<file path="config.mk">
export PLATFORM = sky130hd
export DESIGN_NAME = hamming_rx_deser
export DESIGN_NICKNAME = d
export VERILOG_FILES = /design/src/rtl/hamming_rx_deser.sv
export SDC_FILE = /design/constraint.sdc
export NUM_CORES = 1
export LEC_CHECK = 0
export CAP_MARGIN = 15
export CORE_ASPECT_RATIO = 1.5
export CORE_MARGIN = 5
export CORE_UTILIZATION = 40
export CTS_BUF_LIST = sky130_fd_sc_hd__clkbuf_4 sky130_fd_sc_hd__clkbuf_8 sky130_fd_sc_hd__clkbuf_16
export DETAILED_ROUTE_END_ITERATION = 16
export GPL_ROUTABILITY_DRIVEN = 0
export GPL_TIMING_DRIVEN = 0
export PLACE_DENSITY = 0.66
export SLEW_MARGIN = 20
export SYNTH_ARGS = -nofsm -noshare
export SYNTH_HDL_FRONTEND = slang
export SYNTH_SLANG_ARGS = --single-unit
</file>
<file path="constraint.sdc">
create_clock -name clk -period 2.7 [get_ports clk]
set_input_delay 0.81 -clock clk [delete_from_list [all_inputs] [get_ports clk]]
set_output_delay 0.81 -clock clk [all_outputs]
set_load 0.1 [all_outputs]
</file>
<file path="src/rtl/hamming_rx_deser.sv">
// Serial Hamming(31,26) receiver: start-bit detect, 31-bit shift-in, stop check,
// single-error correction and payload extraction with a one-cycle valid strobe.
module hamming_rx_deser #(
    parameter int DATA_W     = 26,
    parameter int CODE_W     = 31,
    parameter int STOP_CHECK = 1
) (
    input  logic              clk,
    input  logic              rst,
    input  logic              Din,
    output logic [DATA_W-1:0] Dout,
    output logic              valid,
    output logic              corrected,
    output logic              frame_err,
    output logic              busy
);

    typedef enum logic [1:0] {S_IDLE, S_DATA, S_STOP} state_t;

    state_t              r_state;
    logic [4:0]          r_cnt;
    logic [CODE_W-1:0]   r_sh;     // r_sh[p-1] holds codeword position p
    logic [4:0]          w_syn;
    logic [DATA_W-1:0]   w_data;

    always_comb begin
        w_syn = '0;
        for (int p = 1; p <= CODE_W; p++)
            if (r_sh[p-1]) w_syn = w_syn ^ 5'(p);
    end

    // Data bit j sits at the j-th non-power-of-two position; flip it if the syndrome points there.
    for (genvar p = 1; p <= CODE_W; p++) begin : g_extract
        if ((p & (p - 1)) != 0) begin : g_data
            assign w_data[p-1-$clog2(p+1)] = r_sh[p-1] ^ (w_syn == 5'(p));
        end
    end

    always_ff @(posedge clk) begin
        if (rst) begin
            r_state   <= S_IDLE;
            r_cnt     <= '0;
            r_sh      <= '0;
            Dout      <= '0;
            valid     <= 1'b0;
            corrected <= 1'b0;
            frame_err <= 1'b0;
            busy      <= 1'b0;
        end else begin
            valid     <= 1'b0;
            frame_err <= 1'b0;
            case (r_state)
                S_IDLE: begin
                    if (Din) begin
                        r_state <= S_DATA;
                        r_cnt   <= '0;
                        busy    <= 1'b1;
                    end
                end
                S_DATA: begin
                    r_sh  <= {r_sh[CODE_W-2:0], Din};
                    r_cnt <= r_cnt + 5'd1;
                    if (r_cnt == 5'(CODE_W - 1)) r_state <= S_STOP;
                end
                S_STOP: begin
                    r_state <= S_IDLE;
                    busy    <= 1'b0;
                    if (STOP_CHECK != 0 && Din) begin
                        frame_err <= 1'b1;
                    end else begin
                        valid     <= 1'b1;
                        Dout      <= w_data;
                        corrected <= (w_syn != 5'd0);
                    end
                end
                default: begin
                    r_state <= S_IDLE;
                    busy    <= 1'b0;
                end
            endcase
        end
    end

endmodule
</file>
==> summary.txt <==
Outcome
  • Status: finished with violations
  • Failing checks: negative setup slack

Logic synthesis
  • Predominant post-synthesis flop cell: dfxtp_1
  • Synthesis-stage register bit count: 68
  • Yosys top cell area share: 37.4%
  • Synth Net Count: about 420
  • Sequential area share after synthesis: a little under two fifths
  • Netlist cell types: 39
  • Top cells by area, synth: dfxtp_1 (37%), xnor2_1 (9.1%), nand2_1 (6.8%), a211oi_1 (5.2%), a21oi_1 (4.8%)
  • Post-synth EDFFs: 0
  • Synth Warn #: 0
  • Netlist Area Pre-Place: ~3600 um^2
  • Synth Area per Inst: a little under 9 um^2
  • Syn Inst Count: 413
  • Synth async-reset ratio: 0%
  • Area leader, netlist: dfxtp_1

Global route
  • Largest net degree at the start of global routing: 13
  • Grt ovf: 0
  • Initial antenna violation count: 0
  • Vias in the first global route: approximately 3100
  • Global-route wire length before repair: between 10000 and 15000 um
  • Overall Global Routing Usage: ~17%

Clock network
  • H-tree levels: 3
  • Num Clock Sinks: 68
  • CTS Buf Count: 9
  • Root Driver: clkbuf_16
  • Clock Tree Buf Depth: 2
  • Reg clk slew, reported paths: approximately 0.06 ns
  • Clock tree from TritonCTS: yes
  • CTS Hold Bufs: 0
  • Clk_lat worst skew: roughly 0.34 ns

Die
  • IO Pins: 33
  • Starting Density: between 40% and 50%
  • FP Rows: 42
  • Chip height: roughly 130 um
  • Die W: about 88 um
  • Core area: between 8000 and 9000 um^2
  • Die area: between 10000 and 15000 um^2

STA
  • Worst Hold Margin: roughly 0.48 ns
  • Slew Limit Fails: 0
  • Worst-Margin Slew: between 0.9 and 1 ns
  • Final setup violation count: 8
  • Tmin final: 2.77 ns
  • RSZ-0062 raised after global routing: true
  • Slew headroom: 34.1%
  • Hold Violations, Final: 0
  • FMAX: approximately 360 MHz
  • Final Skew: between 0.004 and 0.005 ns
  • Setup TNS: -0.186 ns
  • Part of the cycle the worst path needs: 103%
  • Worst setup margin: -0.0688 ns

Worst setup path
  • Worst EP required: 2.94 ns
  • Worst reg2reg path depth: 7
  • Critical path class: flop to flop
  • Crit end category: flop
  • CP Launch Type: flop
  • Worst path top cell family by delay: XOR/XNOR gates
  • Crit Path Max Fanout: 7
  • Crit. Startpoint: r_sh[8]
  • Buffers & Inverters on Critical Path: 0
  • Cells along the critical path: xnor3_1 > xnor2_4 > xor2_4 > nor3_1 > nor2_1 > or3_1 > a311oi_1
  • Reg2reg setup slack: -0.07 ns
  • RR Startpoint: r_sh[8]
  • Crit path arrival time: about 3 ns
  • R2r endpoint: Dout[10]
  • Crit-path slowest cell: xnor3_1
  • Worst stage delay on the critical path: 0.50 ns

Cells and area
  • Area growth, synth to finish: 41.8%
  • N_diodes: 0
  • Non-filler cells, final: a little under 600
  • Share of cells above drive strength 1: ~25%
  • Nets@finish: 474

Routing
  • Drt wl/cell: around 18 um
  • 1st-pass router iterations: 5
  • 1st-iter DRT viols: about 220
  • Vias per cell: 5.55
  • Final wirelength: ~11000 um
  • Via Count: approximately 3200
  • Antenna-violating nets left: 0
  • Remaining routing DRC violations: 0

Worst hold path
  • Tightest Hold Check Type: flop to flop
  • WHS Endpoint: r_sh[1]
  • Hold-critical path depth: 2
  • Critical hold path startpoint: r_sh[0]

Placed design
  • Placed instance count: 555
  • Number of port buffers: 32
  • DP Wirelength: 6920 um

Pwr
  • VDD IR max: 0.000384 V
  • Static Leakage: 1.59 nW
  • Pwr dens: 468 nW/um^2

Run
  • Maxcap violations: 0
-- worst register-to-register path: stages (launching register included) --
cell	delay [ns]
dfxtp_2	0.42
xnor3_1	0.51
xnor2_4	0.30
xor2_4	0.19
nor3_1	0.44
nor2_1	0.20
or3_1	0.34
a311oi_1	0.28
-- registers in the layout (all words and copies together) (netlist names) --
name and flops:
r_sh 31, Dout 26, r_cnt 5, r_state 2, busy 1, corrected 1, frame_err 1, valid 1
-- cell usage after synthesis, types with 3 or more instances --
cell type  count
a2111oi_1      3
a2111oi_2     10
a211oi_1      25
a21oi_1       35
a311oi_1       3
buf_2         11
clkbuf_1      23
dfxtp_1       68
nand2_1       66
nand3_1       11
nor2_1        39
nor3_1         8
o2111ai_1      9
or3_1          4
xnor2_1       38
xnor2_2        6
xnor3_1        5
xor2_1        19
-- cell families (layout without fill, tap and decap cells) --
kind of cell | count (synthesis) | after routing | share of synthesized area (%)
DFF | 68 | 68 | 37.4
buffers and inverters | 41 | 102 | 5.09
xor gates and xnor gates | 71 | 71 | 21.3
and+or+nand+nor | 136 | 136 | 15.6
adders and majority gates | 2 | 2 | 0.687
muxes | 2 | 2 | 0.550
AOI/OAI and AO/OA | 93 | 93 | 19.3
-- repair_timing --
item                       CTS  global route
resized for setup           19            88
pin swaps                    6            25
setup endpoints to repair   26            26
setup buffers                5             9
gates cloned                 0             1
-- routing by layer --
metal / part of all wire, % / GRT usage [%] / vias up / wire [um]
li1: - / - / 1549 / -
met1: 36 / 16.9 / 1531 / 3880
met2: 54 / 31.8 / 120 / 5860
met3: 4.5 / 3.96 / 42 / 487
met4: 5.2 / 8.85 / 0 / 563
met5: 0 / 0 / - / 0
-- worst max-delay path by stage --
stage	endpoint	cells after the start
floorplan	Dout[13]	7
global placement	Dout[13]	7
detailed placement	Dout[20]	7
CTS	Dout[6]	8
global route	Dout[10]	7
finish	Dout[10]	7
-- power breakdown --
part	switching, mW	internal, mW
clock	0.444	0.831
sequential	0.00578	1.01
combinational	0.0921	0.0332
-- stage by stage --
step	cell area (um^2)	util (%)	total power, mW	setup WS [ns]
after floorplan	3640	-	1.11	0.0659
after global placement	4100	46.1	1.13	-0.170
after detailed placement	4100	46.1	1.14	-0.222
after CTS	4550	51.3	2.40	-0.0731
after global routing	5160	58.1	2.48	-0.224
final	5160	58.1	2.41	-0.0688
-- cells in the final DEF (no fill, tap or decap), types with 8 or more instances in the layout --
cell and n:
a2111oi_4 11, a211oi_1 20, a21oi_1 35, buf_4 16, clkbuf_1 19, clkbuf_16 9
clkdlybuf4s50_1 32, dfxtp_1 59, dfxtp_2 9, nand2_1 66, nor2_1 39, nor3_1 8
o2111ai_1 9, xnor2_1 22, xnor2_2 14, xnor2_4 9, xor2_1 13
-- layout make-up --
cell class	instances	area, um^2
Clock buffer	10	239
Sequential cell	68	1370
Buffer	37	228
Inverter	2	7.51
Clock inverter	6	87.6
Fill cell	713	3720
Tap cell	110	138
Multi-Input combinational cell	304	2650
Timing Repair Buffer	47	443
Note: power is estimated with default switching activity, not from simulation.
